[src/rtl/ps2_frame_receiver.sv]
// PS/2 device-to-host deframer with a small FWFT byte FIFO and sticky errors.
// Ports: system_clk/reset (async, active-high); PS2_clk/PS2_data raw pins;
//   rd_en pops the head, clear_errors clears flags; rd_data/rd_valid show
//   the head, fifo_count the fill level; frame_error, timeout_error and
//   overflow are sticky error flags.
module ps2_frame_receiver #(
  parameter int FIFO_AW        = 3,
  parameter int TIMEOUT_CYCLES = 5000
) (
  input  logic             system_clk,
  input  logic             reset,
  input  logic             PS2_clk,
  input  logic             PS2_data,
  input  logic             rd_en,
  input  logic             clear_errors,
  output logic [7:0]       rd_data,
  output logic             rd_valid,
  output logic [FIFO_AW:0] fifo_count,
  output logic             frame_error,
  output logic             timeout_error,
  output logic             overflow
);

  localparam int DEPTH = 1 << FIFO_AW;
  localparam int TW    = $clog2(TIMEOUT_CYCLES + 1);
  localparam logic [FIFO_AW:0] FULL_CNT = (FIFO_AW + 1)'(DEPTH);
  localparam logic [TW-1:0]    TMO_MAX  = TW'(TIMEOUT_CYCLES);

  typedef enum logic [1:0] {
    IDLE, DATA, PARITY, STOP
  } state_t;

  logic clk_s1, clk_s2, clk_d;
  logic dat_s1, dat_s2;
  logic fall;

  state_t        state;
  logic [2:0]    bit_cnt;
  logic [7:0]    shreg;
  logic          par_ok;
  logic [TW-1:0] tmo_cnt;

  logic stop_fall, push_req, ferr_set, tmo_hit;

  logic [7:0]         mem [DEPTH];
  logic [FIFO_AW-1:0] wr_ptr, rd_ptr;
  logic               empty, full, pop, wr, ovf_set;

  always_ff @(posedge system_clk or posedge reset) begin
    if (reset) begin
      clk_s1 <= 1'b1;
      clk_s2 <= 1'b1;
      clk_d  <= 1'b1;
      dat_s1 <= 1'b1;
      dat_s2 <= 1'b1;
    end else begin
      clk_s1 <= PS2_clk;
      clk_s2 <= clk_s1;
      clk_d  <= clk_s2;
      dat_s1 <= PS2_data;
      dat_s2 <= dat_s1;
    end
  end

  assign fall = clk_d & ~clk_s2;

  // Stop-bit outcome is decided combinationally so the FIFO write
  // and the error flag land on the same edge the FSM leaves STOP.
  assign stop_fall = (state == STOP) & fall;
  assign push_req  = stop_fall & dat_s2 & par_ok;
  assign ferr_set  = stop_fall & ~(dat_s2 & par_ok);
  // A fall in the expiry cycle is genuine activity and wins.
  assign tmo_hit   = (state != IDLE) & ~fall & (tmo_cnt == TMO_MAX);

  always_ff @(posedge system_clk or posedge reset) begin
    if (reset) begin
      state   <= IDLE;
      bit_cnt <= 3'd0;
      shreg   <= 8'h00;
      par_ok  <= 1'b0;
      tmo_cnt <= '0;
    end else if (tmo_hit) begin
      state   <= IDLE;
      tmo_cnt <= '0;
    end else begin
      if (state == IDLE || fall) tmo_cnt <= '0;
      else                       tmo_cnt <= tmo_cnt + 1'b1;
      if (fall) begin
        case (state)
          IDLE: if (!dat_s2) begin
            state   <= DATA;
            bit_cnt <= 3'd0;
          end
          DATA: begin
            shreg   <= {dat_s2, shreg[7:1]};
            bit_cnt <= bit_cnt + 3'd1;
            if (bit_cnt == 3'd7) state <= PARITY;
          end
          PARITY: begin
            par_ok <= ^{shreg, dat_s2};
            state  <= STOP;
          end
          default: state <= IDLE;
        endcase
      end
    end
  end

  assign empty = (fifo_count == '0);
  assign full  = (fifo_count == FULL_CNT);
  assign pop   = rd_en & ~empty;
  // When full, a same-cycle pop frees the slot the push needs.
  assign wr      = push_req & (~full | pop);
  assign ovf_set = push_req & full & ~pop;

  always_ff @(posedge system_clk or posedge reset) begin
    if (reset) begin
      for (int i = 0; i < DEPTH; i++) mem[i] <= 8'h00;
      wr_ptr     <= '0;
      rd_ptr     <= '0;
      fifo_count <= '0;
    end else begin
      if (wr) begin
        mem[wr_ptr] <= shreg;
        wr_ptr      <= wr_ptr + 1'b1;
      end
      if (pop) rd_ptr <= rd_ptr + 1'b1;
      case ({wr, pop})
        2'b10:   fifo_count <= fifo_count + 1'b1;
        2'b01:   fifo_count <= fifo_count - 1'b1;
        default: fifo_count <= fifo_count;
      endcase
    end
  end

  assign rd_valid = ~empty;
  assign rd_data  = empty ? 8'h00 : mem[rd_ptr];

  always_ff @(posedge system_clk or posedge reset) begin
    if (reset) begin
      frame_error   <= 1'b0;
      timeout_error <= 1'b0;
      overflow      <= 1'b0;
    end else begin
      frame_error   <= ferr_set | (frame_error & ~clear_errors);
      timeout_error <= tmo_hit | (timeout_error & ~clear_errors);
      overflow      <= ovf_set | (overflow & ~clear_errors);
    end
  end

endmodule

[config.mk]
export PLATFORM = sky130hd
export DESIGN_NAME = ps2_frame_receiver
export DESIGN_NICKNAME = d
export VERILOG_FILES = /design/src/rtl/ps2_frame_receiver.sv
export SDC_FILE = /design/constraint.sdc
export NUM_CORES = 1
export LEC_CHECK = 0
export CAP_MARGIN = 20
export CORE_ASPECT_RATIO = 1.1
export CORE_MARGIN = 5
export CORE_UTILIZATION = 60
export DETAILED_ROUTE_END_ITERATION = 8
export PLACE_DENSITY = 0.87
export SYNTH_ARGS = -nofsm -noshare
export SYNTH_HDL_FRONTEND = slang
export SYNTH_SLANG_ARGS = --single-unit
[constraint.sdc]
create_clock -name system_clk -period 4.5 [get_ports system_clk]
set_clock_uncertainty 0.2 [all_clocks]
set_input_delay 0.9 -clock system_clk [delete_from_list [all_inputs] [get_ports system_clk]]
set_output_delay 0.9 -clock system_clk [all_outputs]
set_load 0.01 [all_outputs]
* Word level (Yosys, flattened, before mapping) *
Cells that the tools add are included.

word-level totals
  flip-flop bits (word level) = 109
  latch bits = 0
  RAM bits = 0
  bits in read-only memories = 0
  input bits = 6
  output and inout bits = 16
  logic and storage cells = 103
  memories = 0

cells by class
  add/sub/neg operators = 6
  multiply operators = 0
  div/mod/pow operators = 0
  $lt $le $gt $ge = 3
  equal/unequal tests = 11
  shift-type cells = 0
  mux-type cells = 17
  bitwise operators = 29
  reduce and logical (&&, ||, !) cells = 13

operators with widths
  operator                 number
  $bwmux W64               1
  $mux W8                  4
  $mux W13                 2
  $bmux W8 S3              1
  $demux W8 S3             1
  $and A1 B1 Y1            15
  $add A13 B1 Y13 const B  1
  $eq A13 B13 Y1 const B   1
  $add A3 B1 Y3 const B    3
  $reduce_and A3 Y1        3
  $reduce_xor A9 Y1        1
  $ge A4 B4 Y1 const B     2
  $mux W2                  4
  $not A1 Y1               8
  $not A3 Y4               2
  $pmux W4 S2              1
  $reduce_bool A2 Y1       4
  $eq A2 B2 Y1 const B     3
  $ne A3 B3 Y1 const B     2
  $pmux W2 S3              1
  $pmux W3 S2              1
  $add A4 B1 Y4 const B    1
  $eq A2 B1 Y1 const B     2
  $eq A4 B4 Y1 const B     1
  11 further kinds         14

* Depth between registers and ports, before layout *
Gate-level depths: netlist (run 1).

  depth in word-level cells = 8
  mapped depth = 12
  depth with buffers taken out = 11

* Worst setup path before layout (run 1) *
Ideal clock, no wire load.

  kind = register to register
  start point = register fifo_count[1]
  end point = register fifo_count[2]
  library setup time = 0.131 ns
  arrival = 2.663 ns
  data required time = 4.169 ns
  path slack = 1.505 ns
  stages on the path, launching flop included = 13
  clock period less this slack = 2.995 ns
  cells stage by stage = dfrtp_1 > buf_2 > nor4_2 > inv_1 > and2_1 > clkbuf_1 > ha_1 > xor2_1 > ha_1 > a21oi_1 > xor2_1 > nor2_1 > xor2_1

on the way
  longest elaborated chain between the ends = 7

RTL lines
  what                                               RTL line  source
  from (decl)                                        18        output logic [FIFO_AW:0] fifo_count,
  from (signal assigned)                             129       2'b10: fifo_count <= fifo_count + 1'b1;
  from (signal assigned)                             130       2'b01: fifo_count <= fifo_count - 1'b1;
  from (signal assigned)                             131       default: fifo_count <= fifo_count;
  $logic_not A4 Y1 (*)                               109       assign empty = (fifo_count == '0);
  $not A1 Y1 (*)                                     --
  named net rd_valid                                 17        output logic rd_valid,
  $and A1 B1 Y1 (*)                                  111       assign pop = rd_en & ~empty;
  named net pop                                      47        logic empty, full, pop, wr, ovf_set;
  $or A1 B1 Y1                                       113       assign wr = push_req & (~full | pop);
  $and A1 B1 Y1                                      113
  $eq A2 B1 Y1 or $eq A2 B2 Y1 (tied branches)       128       case ({wr, pop})
  $pmux W4 S2 or $reduce_bool A2 Y1 (tied branches)  --

Mark *: on every way through the listed nets, which the timed path passes. The rest lies on a longest branch.
A chain may end at the register's enable or synchronous reset.

* Worst setup path after layout (run 1) *
  start point = register fifo_count[0]
  end point = output rd_data[1]

on the way
  longest elaborated chain between the ends = 2

RTL lines
  what              RTL line  source
  $logic_not A4 Y1  109
  $mux W8           137       assign rd_data = empty ? 8'h00 : mem[rd_ptr];
  to (decl)         16        output logic [7:0] rd_data,

No other way between the ends.

==> results.json, run 1 <==
{
  "status": "finished clean",
  "grtUsageTotal_pct": 19.9,
  "first_iter_violations": 102,
  "nFillCells": 600,
  "cts_tree": "built",
  "yosys_warnings": 0,
  "cp.arrival_ps": 2480,
  "critPathLaunchType": "register",
  "synth-async-reset-ratio_pct": 100,
  "synth_area_leader_cell": "dfrtp_1",
  "synth-seq-area-share_pct": 52.2,
  "fin_crit_ps": 3580,
  "clk_latency_ps": 380,
  "clock_tree.buffer_depth": 2,
  "n_antenna_cell": 0,
  "dp_hpwl_um": 6500,
  "rows": 35,
  "power_mw": 2.58,
  "avgSynthCellArea_um2": 13.3,
  "synth_cells": 394,
  "multi_input_area_mm2": 0.00236,
  "worstMarginPinSlew_ps": 836,
  "die_h_um": 108,
  "p_per_area_mw_per_mm2": 450,
  "grt_setup_unrepaired": "no",
  "h-tree-depth": 3,
  "fp.dieArea_mm2": 0.0107,
  "start_util_pct": 62.0,
  "synth_cell_types": 46,
  "cap_viol_max_count": 0,
  "slew_headroom_pct": 43.8,
  "crit_type": "reg -> out",
  "grt_pass1_wl_um": 16600,
  "synth_edf_count": 0,
  "synth_area_leaders": "dfrtp_1, mux2_2, mux4_2",
  "slew_viol_final": 0,
  "final-hold-violation-count": 0,
  "core-area_mm2": 0.00845,
  "io_pins": 22,
  "register_area_mm2": 0.00273,
  "io_buffers": 21,
  "critPathMaxFanout": 7,
  "antenna_found_initial": 0,
  "die_x_um": 99.1,
  "drive_above_1_share_pct": 29.9,
  "yosysTopAreaCellShare_pct": 49.7,
  "hp-class": "reg -> reg",
  "cp-end-kind": "output pin",
  "fin_nets": 427,
  "fin_crit_sh_pct": 79.6,
  "fmax_ghz": 0.279,
  "grt_max_degree": 59,
  "routabilityCongestion": 0.792,
  "ant_nets": 0,
  "areaGrowthSynthToFinish_pct": 9.41,
  "first_global_vias": 3262,
  "overflow": 0,
  "drc": 0,
  "crit_required_ps": 3400,
  "synth_nets": 414,
  "viasPerCell": 5.89,
  "vias": 3078,
  "whs_ps": 167,
  "setup_viol": 0,
  "postCtsSetupRepairBufs": 0,
  "cts_buffers": 9,
  "final.setup.tns_ps": 0,
  "firstDrtPassIters": 4,
  "cts.clk_slew.worst_paths_ps": 120,
  "power.leakage_nw": 2.63,
  "routed_wirelength_um": 9800,
  "vdd_drop_max_uv": 193,
  "synth_flop_cell": "dfrtp_1",
  "cts_resized": 0,
  "cts_root_buf": "clkbuf_8",
  "clock-sinks": 109,
  "synth_area_mm2": 0.00524,
  "hold_buffers": 0,
  "synth-seq-cells": 109,
  "routedWlPerCell_um": 18.7
}
==> state kept, by name, indices dropped and copies added (netlist names), 2 cells and up <==
name / cells
state: 2
shreg: 8
wr_ptr: 3
rd_ptr: 3
tmo_cnt: 13
fifo_count: 4
bit_cnt: 3
mem: 64
==> report_power, final <==
group | switching [mW] | total (mW) | internal [mW]
clock | 0.365 | 0.580 | 0.215
sequential | 0.228 | 1.31 | 1.09
combinational | 0.331 | 0.684 | 0.352
==> routing by layer <==
layer  GRT usage (%)  vias up  share of wire [%]  wire length (um)
li1                -     1415                  -                 -
met1            26.0     1608                 44              4300
met2            34.2       46                 52              5100
met3            3.29        9                2.9               289
met4            6.24        0                1.2               116
met5               0        -                  0                 0
==> area by class of cell <==
| cell class | instances | area share (%) |
|---|---|---|
| Clock buffer | 9 | 2.16 |
| Multi-Input combinational cell | 249 | 41.2 |
| Tap cell | 111 | 2.42 |
| Clock inverter | 7 | 1.14 |
| Inverter | 13 | 0.939 |
| Timing Repair Buffer | 25 | 4.41 |
| Sequential cell | 109 | 47.7 |
==> metrics by stage <==
step / worst slack [ps] / util, % / std cells / area (um^2)
floorplan: 534 / - / 394 / 5240
global placement: 1100 / 65.6 / 507 / 5540
detailed placement: 1020 / 65.6 / 507 / 5540
CTS: 907 / 67.8 / 523 / 5730
global route: 801 / 67.8 / 523 / 5730
finish: 919 / 67.8 / 523 / 5730
==> layout by cell type, fill, tap and decap left out, types with 2 or more instances in the layout <==
cell type and n:
ha_1 14, nor3b_1 2, inv_8 2, nand4_1 2
mux2_2 73, xnor2_1 17, inv_1 11, nor3_1 3
o21ai_0 6, a21oi_1 4, dfrtp_1 104, nor4b_4 3
inv_4 2, nand2_1 21, a32o_1 2, clkbuf_8 9
clkinv_4 2, clkdlybuf4s50_1 21, nand3_1 10, inv_6 2
dfstp_2 5, nor4_1 3, xor2_1 9, nor2b_1 4
mux4_2 16, mux2i_1 8, buf_4 3, and4b_1 2
nand2b_1 2, nand3b_1 2, nor2_1 28
==> critical path, stage by stage (launching register included) <==
cell             delay [ps]
dfrtp_1                 480
nor4_2                  780
buf_4                   290
nor2_1                   70
clkdlybuf4s50_1         480
==> Yosys cell counts, types with 3 or more instances <==
| library cell | count |
|---|---|
| inv_1 | 12 |
| mux2i_1 | 8 |
| clkbuf_1 | 16 |
| nand2_1 | 21 |
| o21ai_0 | 6 |
| dfstp_2 | 5 |
| ha_1 | 14 |
| xnor2_1 | 17 |
| nor3_1 | 3 |
| mux2_2 | 73 |
| nand3_1 | 10 |
| nor2_1 | 28 |
| buf_1 | 4 |
| a21oi_1 | 4 |
| nor4_1 | 3 |
| dfrtp_1 | 104 |
| xor2_1 | 9 |
| buf_2 | 3 |
| nor4b_4 | 3 |
| nor2b_1 | 4 |
| mux4_2 | 16 |
==> final timing paths <==
path	start	to	slack, ps	cells past startpoint
setup reg to reg	fifo_count[0]	fifo_count[2]	1380	10
max in group asynchronous	reset	clk_d	2550	3
hold reg to reg	clk_s1	clk_s2	170	0
setup / recovery	fifo_count[0]	rd_data[1]	920	4
hold / removal	clk_s1	clk_s2	170	0
min in group asynchronous	reset	tmo_cnt[4]	790	2
==> kinds of logic (layout without fill, tap and decap cells) <==
logic type / count (synthesis) / in the layout / synth area share [%]
DFF: 109 / 109 / 52.2
muxes: 97 / 97 / 24.1
and+or+nand+nor: 92 / 92 / 10.3
buffers and inverters: 36 / 54 / 2.70
xor gates and xnor gates: 27 / 27 / 4.78
AOI/OAI and AO/OA: 19 / 19 / 2.58
adders and majority gates: 14 / 14 / 3.35
Power figures use the tool's default switching activity.
==> run 2, diff against run 1 <==
Clock period 4.5 ns to 3.4 ns, I/O delays scaled along.
==> run 2 against run 1 <==
  * Via count increased by 1.9%
  * Combinational power increased by 35%
  * Sequential share of layout area decreased by 0.85 points
  * Total power increased by 33%
  * Global-route usage increased by 0.53 points
  * Critical path depth increased by 1
  * Sequential power increased by 33%
  * Design area increased by 1.8%
  * Die area unchanged
  * Non-clock buffer count increased by 14
  * Critical endpoint is now rd_data[7]
==> results.json, run 2 (same netlist as run 1, synthesis figures left out) <==
{
  "status": "finished clean",
  "fin_crit_sh_pct": 95.5,
  "grt_setup_unrepaired": "no",
  "fp.dieArea_mm2": 0.0107,
  "top_register": "mem",
  "final.setup.tns_ps": 0,
  "final-hold-violation-count": 0,
  "cts_root_buf": "clkbuf_8",
  "critical_path_buf_inv_count": 2,
  "core-area_mm2": 0.00845,
  "worst_path_largest_cell_delay_ps": 560,
  "hp-class": "reg -> reg",
  "vdd_drop_max_uv": 367,
  "clock_tree.buffer_depth": 2,
  "viasPerCell": 5.84,
  "cp-endpoint": "rd_data[7]",
  "grtUsageTotal_pct": 20.4,
  "start_util_pct": 62.0,
  "n_antenna_cell": 0,
  "critical_path.top_delay_family": "buffers and inverters",
  "cp-end-kind": "output pin",
  "routedWlPerCell_um": 18.4,
  "die_h_um": 108,
  "io_buffers": 21,
  "rows": 35,
  "vias": 3138,
  "cts_buffers": 9,
  "slowest_stage": "mux4_2",
  "cp.arrival_ps": 2370,
  "cts_resized": 0,
  "routabilityCongestion": 0.777,
  "r2r_start": "fifo_count[0]",
  "r2r_setup_slack_ps": 780,
  "worstSetupStartpoint": "rd_ptr[0]",
  "hold_buffers": 0,
  "cts_tree": "built",
  "critPathLaunchType": "register",
  "crit_required_ps": 2520,
  "die_x_um": 99.1,
  "ff2ff_path_depth": 10,
  "io_pins": 22,
  "grt_max_degree": 41,
  "overflow": 0,
  "finish.utilization_pct": 69.0,
  "drc": 0,
  "crit_type": "reg -> out",
  "routed_wirelength_um": 9860,
  "clk_latency_ps": 380,
  "p_per_area_mw_per_mm2": 590,
  "crit_path_cell_trace": "buf_4 > mux4_2 > mux2i_1 > nor2_1 > clkdlybuf4s50_1",
  "grt_pass1_wl_um": 17100,
  "postCtsSetupRepairBufs": 0,
  "fin_crit_ps": 3250,
  "power.leakage_nw": 2.71,
  "mostFrequentLayoutCells": "dfrtp_1, mux2_2, nor2_1",
  "cts.clk_slew.worst_paths_ps": 100,
  "min_path_cells": 0,
  "largest_register_ffs": 64,
  "critPathMaxFanout": 18,
  "h-tree-depth": 3,
  "first_global_vias": 3399,
  "clock-sinks": 109,
  "first_iter_violations": 113,
  "firstDrtPassIters": 4,
  "slew_headroom_pct": 41.1,
  "drive_above_1_share_pct": 32.2,
  "setup_viol": 0,
  "dp_hpwl_um": 6790,
  "layout_commonest_cell": "dfrtp_1",
  "antenna_found_initial": 0,
  "ant_nets": 0,
  "worstMarginPinSlew_ps": 881,
  "fmax_ghz": 0.308,
  "r2r-end": "fifo_count[2]",
  "fin_nets": 441,
  "cp.depth": 5,
  "slew_viol_final": 0,
  "areaGrowthSynthToFinish_pct": 11.4,
  "largestRegisters": "mem: 64 flops, tmo_cnt: 13 flops, shreg: 8 flops",
  "cap_viol_max_count": 0
}
==> run 2: cell count changes in the layout (fill, tap and decap cells not counted), sizes merged <==
cell | before | now
clkbuf | 9 | 10
buf | 4 | 18
inv | 17 | 16
==> run 2: how the worst min path moves through the flow <==
stage,start,end,slack [ps]
finish,clk_s1,clk_s2,170
floorplan,clk_s1,clk_s2,150
CTS,clk_s1,clk_s2,170
global placement,clk_s1,clk_s2,150
detailed placement,clk_s1,clk_s2,150
global route,clk_s1,clk_s2,170
==> run 2: layer usage <==
layer  GRT usage, %  wire length (um)
met3           4.32               377
met1           26.4              4270
met4           8.68               268
met5              0                 0
met2           33.6              4940
==> run 2: area by class of cell <==
| type | count | area, um^2 |
|---|---|---|
| clock inverters | 6 | 61.3 |
| fillers | 560 | 2620 |
| multi-input cells | 249 | 2360 |
| clock buffers | 10 | 138 |
| repair buffers | 39 | 345 |
| inverters | 13 | 55.1 |
| flip-flops and latches | 109 | 2730 |
| well taps | 111 | 139 |
==> run 2: power by group <==
group	switching [mW]	internal, mW
combinational	0.442	0.478
clock	0.474	0.307
sequential	0.301	1.44
==> run 2: metrics by stage <==
stage	worst slack (ps)	std cells	area, um^2	power [mW]	hold slack (ps)
finish	152	537	5830	3.44	166
floorplan	405	394	5240	2.39	145
global route	60.9	537	5830	3.65	169
CTS	120	537	5830	3.47	166
detailed placement	262	521	5630	2.68	154
global placement	330	521	5630	2.63	151
==> run 3, diff against run 2 <==
Settings changed: SLEW_MARGIN from default to 20.
==> results of run 3 <==
Final layout, timing and power as in run 2 (identical DEF).
